## config.mk

```make
export PLATFORM = sky130hd
export DESIGN_NAME = wb_master_arbiter_flat
export DESIGN_NICKNAME = d
export VERILOG_FILES = /design/src/rtl/wb_master_arbiter_if.sv /design/src/rtl/wb_master_arbiter.sv /design/src/flat_wrapper.sv
export SDC_FILE = /design/constraint.sdc
export NUM_CORES = 1
export LEC_CHECK = 0
export BUFFER_PORTS_ARGS = -buffer_cell sky130_fd_sc_hd__buf_2
export CORE_AREA = 2 2 124 126
export DETAILED_ROUTE_END_ITERATION = 12
export DIE_AREA = 0 0 126 128
export HOLD_SLACK_MARGIN = 0.15
export PLACE_DENSITY_LB_ADDON = 0.3
export SYNTH_ARGS = -nofsm -noshare
export SYNTH_HDL_FRONTEND = slang
export SYNTH_SLANG_ARGS = --single-unit
```

## constraint.sdc

```tcl
create_clock -name wb_clock_i -period 1.3 [get_ports wb_clock_i]
set_input_delay 0.065 -clock wb_clock_i [delete_from_list [all_inputs] [get_ports wb_clock_i]]
set_output_delay 0.065 -clock wb_clock_i [all_outputs]
set_load 0.01 [all_outputs]
```

## src/rtl/wb_master_arbiter_if.sv

```systemverilog
// wb_master_arbiter_if: bundle of the two Wishbone master ports and the shared slave port
interface wb_master_arbiter_if #(
  parameter int AW = 32,
  parameter int DW = 32
);
  logic          m0_cyc_i, m0_stb_i, m0_we_i, m0_ack_o;
  logic [DW/8-1:0] m0_sel_i;
  logic [AW-1:0] m0_addr_i;
  logic [DW-1:0] m0_data_i, m0_data_o;
  logic          m1_cyc_i, m1_stb_i, m1_we_i, m1_ack_o;
  logic [DW/8-1:0] m1_sel_i;
  logic [AW-1:0] m1_addr_i;
  logic [DW-1:0] m1_data_i, m1_data_o;
  logic          s_cyc_o, s_stb_o, s_we_o, s_ack_i;
  logic [DW/8-1:0] s_sel_o;
  logic [AW-1:0] s_addr_o;
  logic [DW-1:0] s_data_o, s_data_i;
  // arbiter view: it is the slave of both masters and drives the shared slave port
  modport slave (
    input  m0_cyc_i, m0_stb_i, m0_we_i, m0_sel_i, m0_addr_i, m0_data_i,
    output m0_ack_o, m0_data_o,
    input  m1_cyc_i, m1_stb_i, m1_we_i, m1_sel_i, m1_addr_i, m1_data_i,
    output m1_ack_o, m1_data_o,
    output s_cyc_o, s_stb_o, s_we_o, s_sel_o, s_addr_o, s_data_o,
    input  s_ack_i, s_data_i
  );
  // environment view: drives both masters and models the slave
  modport master (
    output m0_cyc_i, m0_stb_i, m0_we_i, m0_sel_i, m0_addr_i, m0_data_i,
    input  m0_ack_o, m0_data_o,
    output m1_cyc_i, m1_stb_i, m1_we_i, m1_sel_i, m1_addr_i, m1_data_i,
    input  m1_ack_o, m1_data_o,
    input  s_cyc_o, s_stb_o, s_we_o, s_sel_o, s_addr_o, s_data_o,
    output s_ack_i, s_data_i
  );
endinterface

```

## src/rtl/wb_master_arbiter.sv

```systemverilog
// wb_master_arbiter: two-master round-robin Wishbone arbiter; grant held for a whole cyc; optional stall timeout via WB_ARB_TIMEOUT_EN
module wb_master_arbiter #(
  parameter int AW             = 32,
  parameter int DW             = 32,
  parameter int TIMEOUT_CYCLES = 255
) (
  input  logic                wb_clock_i,
  input  logic                wb_reset_i,
  wb_master_arbiter_if.slave  bus,
  output logic [1:0]          grant_o,
  output logic                timeout_o
);
  typedef enum logic [1:0] {IDLE, OWN0, OWN1} state_t;
  state_t        state_q, state_d;
  logic          last_q, last_d;
  logic          req0, req1, own0, own1, own_cyc, own_stb, fire;
  logic [AW-1:0] addr_mux;
  logic [DW-1:0] to_data;
  if (TIMEOUT_CYCLES < 2 || TIMEOUT_CYCLES > 255) begin : g_bad_timeout
    $error("TIMEOUT_CYCLES must lie in 2..255");
  end
  assign req0     = bus.m0_cyc_i & bus.m0_stb_i;
  assign req1     = bus.m1_cyc_i & bus.m1_stb_i;
  assign own0     = state_q == OWN0;
  assign own1     = state_q == OWN1;
  assign own_cyc  = own0 ? bus.m0_cyc_i : own1 ? bus.m1_cyc_i : 1'b0;
  assign own_stb  = own0 ? bus.m0_stb_i : own1 ? bus.m1_stb_i : 1'b0;
  assign addr_mux = own0 ? bus.m0_addr_i : own1 ? bus.m1_addr_i : '0;
  assign to_data  = DW'(32'hDEAD_BEEF);
  // arbitration in IDLE (tie goes to the master that did not own last); release when the owner drops cyc
  always_comb begin
    state_d = state_q;
    last_d  = last_q;
    if (state_q == IDLE)
      state_d = (req0 & req1) ? (last_q ? OWN0 : OWN1) : req0 ? OWN0 : req1 ? OWN1 : IDLE;
    else if (!own_cyc) begin
      state_d = IDLE;
      last_d  = own1;
    end
  end
  // owner register; last_owner resets to 1 so master 0 wins the first tie
  always_ff @(posedge wb_clock_i or posedge wb_reset_i)
    if (wb_reset_i) begin
      state_q <= IDLE;
      last_q  <= 1'b1;
    end else begin
      state_q <= state_d;
      last_q  <= last_d;
    end
`ifdef WB_ARB_TIMEOUT_EN
  logic [7:0] cnt_q, cnt_d;
  assign fire = own_stb & ~bus.s_ack_i & (cnt_q == 8'(TIMEOUT_CYCLES - 1));
  // stall counter: cleared while idle (so fresh on grant), on any slave ack and on a forced termination
  always_comb cnt_d = (state_q == IDLE || fire || bus.s_ack_i) ? 8'd0 : own_stb ? cnt_q + 8'd1 : cnt_q;
  // stall counter register
  always_ff @(posedge wb_clock_i or posedge wb_reset_i)
    if (wb_reset_i) cnt_q <= 8'd0;
    else            cnt_q <= cnt_d;
`else
  assign fire = 1'b0;
`endif
  assign bus.s_cyc_o   = own_cyc;
  assign bus.s_stb_o   = own_stb & ~fire;
  assign bus.s_we_o    = own0 ? bus.m0_we_i : own1 ? bus.m1_we_i : 1'b0;
  assign bus.s_sel_o   = own0 ? bus.m0_sel_i : own1 ? bus.m1_sel_i : '0;
  assign bus.s_addr_o  = addr_mux;
  assign bus.s_data_o  = own0 ? bus.m0_data_i : own1 ? bus.m1_data_i : '0;
  assign bus.m0_ack_o  = own0 & bus.m0_stb_i & (bus.s_ack_i | fire);
  assign bus.m1_ack_o  = own1 & bus.m1_stb_i & (bus.s_ack_i | fire);
  assign bus.m0_data_o = !own0 ? '0 : fire ? to_data : bus.s_data_i;
  assign bus.m1_data_o = !own1 ? '0 : fire ? to_data : bus.s_data_i;
  assign grant_o       = {own1, own0};
  assign timeout_o     = fire;
endmodule
```

## src/flat_wrapper.sv

```systemverilog
// flat-port wrapper written by rule: the top's interface ports become plain ports
module wb_master_arbiter_flat 
#(
  parameter int AW             = 32,
  parameter int DW             = 32,
  parameter int TIMEOUT_CYCLES = 255
)
  (wb_clock_i, wb_reset_i, grant_o, timeout_o, bus_m0_cyc_i, bus_m0_stb_i, bus_m0_we_i, bus_m0_sel_i, bus_m0_addr_i, bus_m0_data_i, bus_m0_ack_o, bus_m0_data_o, bus_m1_cyc_i, bus_m1_stb_i, bus_m1_we_i, bus_m1_sel_i, bus_m1_addr_i, bus_m1_data_i, bus_m1_ack_o, bus_m1_data_o, bus_s_cyc_o, bus_s_stb_o, bus_s_we_o, bus_s_sel_o, bus_s_addr_o, bus_s_data_o, bus_s_ack_i, bus_s_data_i);
  wb_master_arbiter_if #(.AW(AW), .DW(DW)) bus_i ();
  input  logic wb_clock_i;
  input  logic wb_reset_i;
  output logic [1:0] grant_o;
  output logic timeout_o;
  input wire logic [$bits(bus_i.m0_cyc_i)-1:0] bus_m0_cyc_i;
  input wire logic [$bits(bus_i.m0_stb_i)-1:0] bus_m0_stb_i;
  input wire logic [$bits(bus_i.m0_we_i)-1:0] bus_m0_we_i;
  input wire logic [$bits(bus_i.m0_sel_i)-1:0] bus_m0_sel_i;
  input wire logic [$bits(bus_i.m0_addr_i)-1:0] bus_m0_addr_i;
  input wire logic [$bits(bus_i.m0_data_i)-1:0] bus_m0_data_i;
  output wire logic [$bits(bus_i.m0_ack_o)-1:0] bus_m0_ack_o;
  output wire logic [$bits(bus_i.m0_data_o)-1:0] bus_m0_data_o;
  input wire logic [$bits(bus_i.m1_cyc_i)-1:0] bus_m1_cyc_i;
  input wire logic [$bits(bus_i.m1_stb_i)-1:0] bus_m1_stb_i;
  input wire logic [$bits(bus_i.m1_we_i)-1:0] bus_m1_we_i;
  input wire logic [$bits(bus_i.m1_sel_i)-1:0] bus_m1_sel_i;
  input wire logic [$bits(bus_i.m1_addr_i)-1:0] bus_m1_addr_i;
  input wire logic [$bits(bus_i.m1_data_i)-1:0] bus_m1_data_i;
  output wire logic [$bits(bus_i.m1_ack_o)-1:0] bus_m1_ack_o;
  output wire logic [$bits(bus_i.m1_data_o)-1:0] bus_m1_data_o;
  output wire logic [$bits(bus_i.s_cyc_o)-1:0] bus_s_cyc_o;
  output wire logic [$bits(bus_i.s_stb_o)-1:0] bus_s_stb_o;
  output wire logic [$bits(bus_i.s_we_o)-1:0] bus_s_we_o;
  output wire logic [$bits(bus_i.s_sel_o)-1:0] bus_s_sel_o;
  output wire logic [$bits(bus_i.s_addr_o)-1:0] bus_s_addr_o;
  output wire logic [$bits(bus_i.s_data_o)-1:0] bus_s_data_o;
  input wire logic [$bits(bus_i.s_ack_i)-1:0] bus_s_ack_i;
  input wire logic [$bits(bus_i.s_data_i)-1:0] bus_s_data_i;
  assign bus_i.m0_cyc_i = bus_m0_cyc_i;
  assign bus_i.m0_stb_i = bus_m0_stb_i;
  assign bus_i.m0_we_i = bus_m0_we_i;
  assign bus_i.m0_sel_i = bus_m0_sel_i;
  assign bus_i.m0_addr_i = bus_m0_addr_i;
  assign bus_i.m0_data_i = bus_m0_data_i;
  assign bus_m0_ack_o = bus_i.m0_ack_o;
  assign bus_m0_data_o = bus_i.m0_data_o;
  assign bus_i.m1_cyc_i = bus_m1_cyc_i;
  assign bus_i.m1_stb_i = bus_m1_stb_i;
  assign bus_i.m1_we_i = bus_m1_we_i;
  assign bus_i.m1_sel_i = bus_m1_sel_i;
  assign bus_i.m1_addr_i = bus_m1_addr_i;
  assign bus_i.m1_data_i = bus_m1_data_i;
  assign bus_m1_ack_o = bus_i.m1_ack_o;
  assign bus_m1_data_o = bus_i.m1_data_o;
  assign bus_s_cyc_o = bus_i.s_cyc_o;
  assign bus_s_stb_o = bus_i.s_stb_o;
  assign bus_s_we_o = bus_i.s_we_o;
  assign bus_s_sel_o = bus_i.s_sel_o;
  assign bus_s_addr_o = bus_i.s_addr_o;
  assign bus_s_data_o = bus_i.s_data_o;
  assign bus_i.s_ack_i = bus_s_ack_i;
  assign bus_i.s_data_i = bus_s_data_i;
  wb_master_arbiter #(.AW(AW), .DW(DW), .TIMEOUT_CYCLES(TIMEOUT_CYCLES)) u_core (.wb_clock_i(wb_clock_i), .wb_reset_i(wb_reset_i), .bus(bus_i), .grant_o(grant_o), .timeout_o(timeout_o));
endmodule
```

==> flow_metrics.env, run 1 <==
export IMPL_grt_max_degree=56
export IMPL_cts_buffers=3
export IMPL_critical_path_top_delay_family="buffers and inverters"
export IMPL_viasPerCell=3.91
export IMPL_status="complete, but fails checks"
export IMPL_grt_pass1_vias=2438
export IMPL_netlist_area_um2=1370
export IMPL_min_path_type="input pin to asynchronous set/reset pin"
export IMPL_setup_viol=139
export IMPL_crit_type="flop to primary output"
export IMPL_cts_tree="done"
export IMPL_clock_latency_ps=220
export IMPL_violations="setup timing"
export IMPL_antenna_found_initial=0
export IMPL_max_freq_ghz=0.661
export IMPL_place_congestion=0.727
export IMPL_synth_net_count=357
export IMPL_cpPeakStageDelay_ps=430
export IMPL_syn_to_final_growth_pct=179
export IMPL_die_area_um2=16100
export IMPL_yosysSeqAreaShare_pct=5.57
export IMPL_worstPathArrival_ps=1450
export IMPL_cts_htree_levels=1
export IMPL_crit_chain="nor2_4, buf_12, buf_12, a22o_1, buf_2"
export IMPL_synthCells=180
export IMPL_ios=317
export IMPL_power_mw=2.51
export IMPL_cts_root_buf="clkbuf_16"
export IMPL_cts_sinks=3
export IMPL_cts_path_max_buffers=2
export IMPL_grt_ovfl_total=0
export IMPL_fin_skew_ps=0.727
export IMPL_drv_cap=0
export IMPL_ys_ff_latch=3
export IMPL_cpMostUsedCell="buf_12"
export IMPL_path_buf_inv=3
export IMPL_dpl_hpwl_um=7290
export IMPL_ir_worst_vdd_uv=319
export IMPL_avgSynthCellArea_um2=7.62
export IMPL_track_usage_pct=9.84
export IMPL_place_inst=664
export IMPL_rsz0062_at_grt="true"
export IMPL_coreArea_um2=14900
export IMPL_synth_cell_types=19
export IMPL_finalSetupTns_ps=-21150
export IMPL_period_needed_ps=1510
export IMPL_p_leak_nw=2.27
export IMPL_initial_core_util_pct=9.23
export IMPL_final_cells=689
export IMPL_dr_pass1_iters=4
export IMPL_start_kind="flop"
export IMPL_drc_errors=0
export IMPL_drive_gt1_share_pct=75.0
export IMPL_drt_wl_total_um=10500
export IMPL_setup_slack_ps=-213
export IMPL_wl_per_cell_um=15.3
export IMPL_postRouteAntennaNets=0
export IMPL_worst_setup_path_end_kind="primary output"
export IMPL_nets=679
export IMPL_powerDensity_nw_per_um2=656
export IMPL_drv_slew=0
export IMPL_hold_viol=0
export IMPL_drtIter0Drc=67
export IMPL_die_h_um=128
export IMPL_die_x_um=126
export IMPL_grt_pass1_wl_um=12800
export IMPL_path_clk_slew_ps=30
export IMPL_crit_path_max_fanout=25
export IMPL_fin_crit_sh_pct=116
export IMPL_post_place_ws_ps=14.3
export IMPL_antenna_cells=0
export IMPL_placementRows=45
export IMPL_synth_warnings=0
export IMPL_io_buffer_count=315
export IMPL_slowest_stage="dfrtp_2"
export IMPL_crit_required_ps=1240
export IMPL_route_vias_total=2694
-- logic make-up after synthesis --
kind of cell    synth area share [%]
compound gates                  47.7
buf+inv                         13.9
flops                           5.57
other cells                    0.273
simple gates                    32.6
-- final cells by class --
class                           count  area, um2
Tap cell                          188        235
Inverter                            3       23.8
Multi-Input combinational cell    149       1190
Sequential cell                     3       77.6
Fill cell                        1645      11000
Clock buffer                        4       78.8
Timing Repair Buffer              342       2230
-- Yosys cell counts --
cell type / count / area (um2)
a22o_1: 71 / 622
and2_1: 64 / 400
buf_4: 10 / 75.1
buf_2: 6 / 30.0
buf_6: 5 / 56.3
o21ai_0: 4 / 20.0
a31oi_1: 2 / 12.5
and3_1: 2 / 12.5
clkbuf_1: 2 / 7.51
clkbuf_2: 2 / 10.0
dfrtp_1: 2 / 50.1
inv_2: 2 / 7.51
nor2b_1: 2 / 12.5
conb_1: 1 / 3.75
dfstp_2: 1 / 26.3
inv_1: 1 / 3.75
nand2_2: 1 / 6.26
nor2_1: 1 / 3.75
nor2_4: 1 / 11.3
-- state kept, by name, summed over array words and instances, names as in the netlist --
| register | flops |
|---|---|
| u_core.state_q | 2 |
| u_core.last_q | 1 |
-- path summary, 6_finish.rpt --
check / start / to / slack [ps] / cells past startpoint
max: u_core.state_q[1]$_DFFE_PP0P_ / bus_s_addr_o[6] / -210 / 5
min: wb_reset_i / u_core.state_q[1]$_DFFE_PP0P_ / 280 / 3
max reg2reg: u_core.state_q[1]$_DFFE_PP0P_ / u_core.state_q[0]$_DFFE_PP0P_ / 70 / 6
min reg2reg: u_core.last_q$_DFFE_PP1P_ / u_core.last_q$_DFFE_PP1P_ / 530 / 2
max in group asynchronous: wb_reset_i / u_core.last_q$_DFFE_PP1P_ / 810 / 3
min in group wb_clock_i: bus_m0_cyc_i / u_core.state_q[1]$_DFFE_PP0P_ / 310 / 4
-- routing by layer --
metal	GRT usage, %	part of all wire, %	vias up	wire (um)
met1	10.2	35	1196	3690
li1	-	-	1313	-
met3	2.59	9.8	5	1030
met5	0	0	-	0
met4	0.970	0.40	0	42
met2	20.2	55	180	5760
-- worst min-delay path, delay by kind of cell --
kind                   cells  cell delay, ps
buffers and inverters      3             780
-- stage by stage --
stage | util [%] | hold WS, ps | area, um2
6_report | 25.8 | 278 | 3830
5_1_grt | 25.8 | 304 | 3830
4_1_cts | 22.6 | 244 | 3360
3_5_place_dp | 20.9 | -40.1 | 3100
3_3_place_gp | 20.9 | -46.7 | 3100
2_1_floorplan | - | -182 | 1370
-- cell usage in the layout, fill, tap and decap left out, types with 2 or more instances in the layout --
master,count
buf_6,35
buf_8,2
and3_1,2
a22o_1,71
buf_12,7
clkbuf_16,9
dlygate4sd3_1,4
a31oi_1,2
buf_2,283
buf_4,4
and2_4,27
o21ai_0,4
and2_1,37
-- report_power, final --
group          switching [mW]  total (mW)  internal [mW]
Combinational           0.851        1.89           1.04
Sequential             0.0165       0.135          0.119
Clock                  0.0830       0.488          0.405
Total                   0.951        2.51           1.56
-- timing repair --
action | CTS | global route
gates cloned | 2 | 9
setup buffers | 3 | 5
pin swaps | 11 | 21
hold buffers | 4 | 0
endpoints found under the setup margin | 139 | 139
resized for setup | 16 | 59
endpoints found under the hold margin | 6 | 0
Note: power is estimated with default switching activity, not from simulation.
==> inputs of run 2 (changes only) <==
- CORE_AREA: 2 2 124 126 -> 2 2 122 124
- DIE_AREA: 0 0 126 128 -> 0 0 124 126
- clock period: 1.3 -> 1.97 ns (I/O delays scaled with it)
==> flow_metrics.env, run 2 (synthesis gave the netlist of run 1 again) <==
export IMPL_finalSetupTns_ps=0
export IMPL_drc_errors=0
export IMPL_cts_tree="done"
export IMPL_crit_required_ps=1870
export IMPL_crit_chain="inv_2, nand2_2, inv_2, buf_4, a22o_1, buf_2"
export IMPL_route_vias_total=2522
export IMPL_hold_viol=0
export IMPL_postRouteAntennaNets=0
export IMPL_status="complete, no violations"
export IMPL_drv_slew=0
export IMPL_track_usage_pct=9.11
export IMPL_clock_latency_ps=220
export IMPL_worst_setup_path_end_kind="primary output"
export IMPL_drv_cap=0
export IMPL_fin_skew_ps=0.966
export IMPL_setup_viol=0
export IMPL_initial_core_util_pct=9.58
export IMPL_place_congestion=0.740
export IMPL_post_place_ws_ps=528
export IMPL_viasPerCell=3.80
export IMPL_period_needed_ps=1670
export IMPL_final_common_cell="buf_2"
export IMPL_cpMostUsedCell="inv_2"
export IMPL_power_mw=1.36
export IMPL_coreArea_um2=14300
export IMPL_p_leak_nw=2.02
export IMPL_max_freq_ghz=0.599
export IMPL_fin_crit_sh_pct=84.8
export IMPL_grt_max_degree=76
export IMPL_syn_to_final_growth_pct=131
export IMPL_dpl_hpwl_um=6960
export IMPL_placementRows=44
export IMPL_dpl_instance_area_um2=3070
export IMPL_rsz0062_at_grt="false"
export IMPL_layout_common_cells="buf_2 (315), a22o_1 (71), and2_1 (64), o21ai_0 (4)"
export IMPL_dr_pass1_iters=4
export IMPL_die_area_um2=15600
export IMPL_cts_path_max_buffers=2
export IMPL_ir_worst_vdd_uv=199
export IMPL_grt_pass1_wl_um=11100
export IMPL_path_clk_slew_ps=30
export IMPL_grt_pass1_vias=2141
export IMPL_slowest_stage="dfrtp_1"
export IMPL_final_util_pct=22.1
export IMPL_cts_root_buf="clkbuf_16"
export IMPL_place_inst=658
export IMPL_largest_reg_flops=2
export IMPL_ios=317
export IMPL_crit_path_max_fanout=29
export IMPL_cts_sinks=3
export IMPL_powerDensity_nw_per_um2=429
export IMPL_io_buffer_count=315
export IMPL_fillers=1592
export IMPL_wl_per_cell_um=12.6
export IMPL_drtIter0Drc=69
export IMPL_cpPeakStageDelay_ps=410
export IMPL_crit_type="flop to primary output"
export IMPL_top_register="u_core.state_q"
export IMPL_postCtsSetupBuffers=0
export IMPL_cts_htree_levels=1
export IMPL_setup_slack_ps=300
export IMPL_min_path_type="input pin to flop"
export IMPL_drive_gt1_share_pct=68.1
export IMPL_grt_ovfl_total=0
export IMPL_die_h_um=126
export IMPL_final_cells=664
export IMPL_worstPathArrival_ps=1570
export IMPL_finish_instance_area_um2=3170
export IMPL_hold_ws_ps=151
export IMPL_drt_wl_total_um=8350
export IMPL_antenna_cells=0
export IMPL_biggestRegsByFlops="u_core.state_q x2, u_core.last_q x1"
export IMPL_antenna_found_initial=0
export IMPL_die_x_um=124
export IMPL_nets=658
export IMPL_start_kind="flop"
export IMPL_cts_buffers=3
## run 2: cell types whose count changed in the layout (fill, tap and decap cells not counted), sizes merged
cell	previous run	this run
clkinv	1	0
clkbuf	10	4
inv	2	3
dlygate4sd3	4	2
buf	332	319
## run 2: timing repair
| item | in CTS | in global routing |
|---|---|---|
| gates resized for setup | 0 | 0 |
| endpoints found under the hold margin | 5 | 0 |
| hold buffers | 2 | 0 |
## run 2: critical path, delay by kind of cell (launching register included)
family / cells / cell delay [ps]
AOI/OAI and AO/OA: 1 / 210
and+or+nand+nor: 1 / 60
buffers and inverters: 4 / 650
DFF: 1 / 410
## run 2: cell type report
cell class                 instances  area, um2  area share, %
clock buffer                       4       78.8           2.49
inverter                           3       11.3          0.356
tap                              184        230           7.27
multi-input combinational        149       1100           34.9
timing repair buffer             321       1660           52.6
sequential                         3       76.3           2.41
## run 2: power by group
| part | total, mW | internal [mW] | switching (mW) |
|---|---|---|---|
| Combinational | 0.948 | 0.476 | 0.472 |
| Clock | 0.322 | 0.267 | 0.0551 |
| Sequential | 0.0894 | 0.0778 | 0.0116 |
| Total | 1.36 | 0.821 | 0.538 |
## run 2: path summary, 6_finish.rpt
check,start,to,slack (ps),cells past startpoint
worst max-delay path,u_core.state_q[0]$_DFFE_PP0P_,bus_s_data_o[4],300,6
worst min-delay path,bus_m1_stb_i,u_core.state_q[0]$_DFFE_PP0P_,150,2
worst max register to register,u_core.state_q[1]$_DFFE_PP0P_,u_core.state_q[0]$_DFFE_PP0P_,910,3
worst min register to register,u_core.last_q$_DFFE_PP1P_,u_core.last_q$_DFFE_PP1P_,520,2
max in group asynchronous,wb_reset_i,u_core.last_q$_DFFE_PP1P_,1460,3
min in group asynchronous,wb_reset_i,u_core.state_q[1]$_DFFE_PP0P_,300,3
## run 2: layer usage
layer	up-vias	routed length, um	GRT usage (%)
li1	1268	-	-
met1	1079	3120	10.8
met4	0	27	1.52
met5	-	0	0
met2	171	4330	17.2
met3	4	883	1.54
==> inputs of run 3 (changes only) <==
- ABC_AREA: unset -> 1
- CORE_AREA: 2 2 122 124 -> 2 2 125 127
- DIE_AREA: 0 0 124 126 -> 0 0 127 129
- clock period: 1.97 -> 1.5 ns (I/O delays scaled with it)
==> flow_metrics.env, run 3 <==
export IMPL_final_common_cell="buf_2"
export IMPL_die_x_um=127
export IMPL_ys_top_cells_by_area="nand2_1 (54%), nor2_1 (16%), inv_1 (9.8%)"
export IMPL_synthArstFlopShare_pct=100
export IMPL_swShare_pct=48.3
export IMPL_netlist_area_um2=1500
export IMPL_drtIter0Drc=69
export IMPL_drc_errors=0
export IMPL_postRouteAntennaNets=0
export IMPL_drv_cap=0
export IMPL_antenna_found_initial=1
export IMPL_track_usage_pct=10.2
export IMPL_wl_per_cell_um=12.0
export IMPL_synth_net_count=537
export IMPL_clock_latency_ps=230
export IMPL_grt_max_degree=43
export IMPL_finish_instance_area_um2=3770
export IMPL_drt_wl_total_um=10300
export IMPL_coreArea_um2=15000
export IMPL_cts_path_max_buffers=2
export IMPL_synth_common_cells="nand2_1 (214), nor2_1 (65), inv_1 (39)"
export IMPL_period_needed_ps=1520
export IMPL_rsz0062_at_grt="true"
export IMPL_final_util_pct=25.2
export IMPL_synthCells=360
export IMPL_p_int_mw=1.60
export IMPL_status="complete, but fails checks"
export IMPL_die_h_um=129
export IMPL_dpl_instance_area_um2=3300
export IMPL_cts_buffers=3
export IMPL_min_path_type="input pin to flop"
export IMPL_synth_warnings=0
export IMPL_cts_root_buf="clkbuf_16"
export IMPL_viasPerCell=3.71
export IMPL_largest_reg_flops=2
export IMPL_grt_ovfl_total=0
export IMPL_cts_htree_levels=1
export IMPL_clock_power_share_pct=13.8
export IMPL_fillers=1719
export IMPL_placementRows=45
export IMPL_worstPathArrival_ps=1440
export IMPL_dpl_hpwl_um=8220
export IMPL_setup_viol=17
export IMPL_grt_pass1_wl_um=13400
export IMPL_yosysMostFrequentCell="nand2_1"
export IMPL_io_buffer_count=315
export IMPL_top_register="u_core.state_q"
export IMPL_layout_common_cells="buf_2 (305), nand2_1 (188), nor2_1 (49), inv_1 (39), nand2_2 (22)"
export IMPL_post_place_ws_ps=232
export IMPL_path_clk_slew_ps=30
export IMPL_synth_top_area_share_pct=53.7
export IMPL_place_congestion=0.744
export IMPL_rr_worst_depth=5
export IMPL_worst_setup_path_end_kind="primary output"
export IMPL_initial_core_util_pct=9.98
export IMPL_grt_pass1_vias=2739
export IMPL_ys_ff_latch=3
export IMPL_powerDensity_nw_per_um2=822
export IMPL_synth_edf_count=0
export IMPL_ir_worst_vdd_uv=308
export IMPL_max_freq_ghz=0.659
export IMPL_nets=851
export IMPL_yosysSeqAreaShare_pct=5.10
export IMPL_drive_gt1_share_pct=56.9
export IMPL_crit_required_ps=1420
export IMPL_cts_tree="done"
export IMPL_dr_pass1_iters=4
export IMPL_yosys_area_top_type="nand2_1"
export IMPL_cts_sinks=3
export IMPL_die_area_um2=16400
export IMPL_ios=317
export IMPL_violations="setup timing"
export IMPL_p_sw_mw=1.50
export IMPL_p_leak_nw=2.67
export IMPL_power_frac_comb_pct=81.8
export IMPL_hold_viol=0
export IMPL_syn_to_final_growth_pct=152
export IMPL_route_vias_total=3200
export IMPL_fin_crit_sh_pct=101
export IMPL_r2r_slack_ps=310
export IMPL_synth_cell_types=16
export IMPL_start_kind="flop"
export IMPL_hold_depth=4
export IMPL_finalSetupTns_ps=-75.3
export IMPL_fin_skew_ps=2.20
export IMPL_synth_ff_type="dfrtp_1"
export IMPL_crit_type="flop to primary output"
export IMPL_setup_slack_ps=-16.8
export IMPL_drv_slew=0
export IMPL_biggestRegsByFlops="u_core.state_q x2, u_core.last_q x1"
export IMPL_avgSynthCellArea_um2=4.15
export IMPL_crit_path_max_fanout=7
export IMPL_seqPwrFrac_pct=4.3
## run 3: cell count changes in the layout (fill, tap and decap cells not counted), sizes merged, moves of 2 or more
| cell | before | now |
|---|---|---|
| nand2 | 1 | 215 |
| inv | 3 | 42 |
| buf | 319 | 327 |
| nand3 | 0 | 3 |
| clkbuf | 4 | 7 |
| nor3 | 0 | 2 |
| nor2b | 2 | 0 |
| nor2 | 2 | 66 |
| and3 | 2 | 0 |
| and2 | 64 | 0 |
| a22o | 71 | 0 |
| a31oi | 2 | 0 |
## run 3: kinds of logic (layout without fill, tap and decap cells)
| kind of cell | after synthesis | after routing | synth area share, % |
|---|---|---|---|
| buffers and inverters | 65 | 378 | 19.9 |
| flip-flops | 3 | 3 | 5.11 |
| other | 1 | 2 | 0.251 |
| AO/OA/AOI/OAI | 4 | 4 | 1.42 |
| AND/OR/NAND/NOR | 287 | 287 | 73.3 |
## run 3: power by group through the flow
stage / combinational (mW) / sequential, mW / clock (mW)
2_1_floorplan: 1.14 / 0.130 / 0
3_5_place_dp: 2.15 / 0.134 / 0
3_3_place_gp: 2.17 / 0.133 / 0
5_1_grt: 2.79 / 0.137 / 0.437
4_1_cts: 2.16 / 0.134 / 0.434
6_report: 2.54 / 0.134 / 0.429
## run 3: final cells by class
cell class              count  area [um2]  area share [%]
clock buffers               4        78.8            2.09
inverters                  42         173            4.57
flip-flops and latches      3        77.6            2.06
diodes                      1        2.50          0.0663
well taps                 188         235            6.23
multi-input cells         292        1270            33.6
repair buffers            332        1940            51.4
## run 3: per-layer routing
layer / track usage, % / up-vias / share of wire, %
met3: 1.87 / 8 / 9.3
li1: - / 1655 / -
met2: 21.2 / 204 / 53
met5: 0 / - / 0.13
met1: 10.8 / 1331 / 38
met4: 1.36 / 2 / 0.39
## run 3: repair_timing
item,4_1_cts,5_1_grt
buffers inserted,0,2
setup endpoints to repair,4,91
gates resized for setup,1,76
hold buffers,2,0
pin swaps,1,17
gates cloned,0,4
hold endpoints to repair,4,0
## run 3: worst paths after layout
kind | start | end
worst max register to register | u_core.state_q[0]$_DFFE_PP0P_ | u_core.last_q$_DFFE_PP1P_
max in group asynchronous | wb_reset_i | u_core.last_q$_DFFE_PP1P_
worst max-delay path | u_core.state_q[0]$_DFFE_PP0P_ | bus_s_data_o[3]
min in group asynchronous | wb_reset_i | u_core.state_q[1]$_DFFE_PP0P_
worst min register to register | u_core.last_q$_DFFE_PP1P_ | u_core.last_q$_DFFE_PP1P_
worst min-delay path | bus_m1_stb_i | u_core.state_q[0]$_DFFE_PP0P_
## run 3: metrics by stage
| step | hold WS, ps | instances | power [mW] |
|---|---|---|---|
| floorplan | -172 | 360 | 1.27 |
| global placement | -46.8 | 849 | 2.30 |
| detailed placement | -40.1 | 849 | 2.28 |
| CTS | 209 | 855 | 2.73 |
| global route | 242 | 861 | 3.36 |
| finish | 198 | 862 | 3.10 |
## run 3: worst max-delay path, stage by stage (launching register included)
cell       delay (ps)
dfrtp_2           430
nor2_4            190
buf_12            180
clkbuf_16         170
nand2_1            50
nand2_1            60
buf_2             130
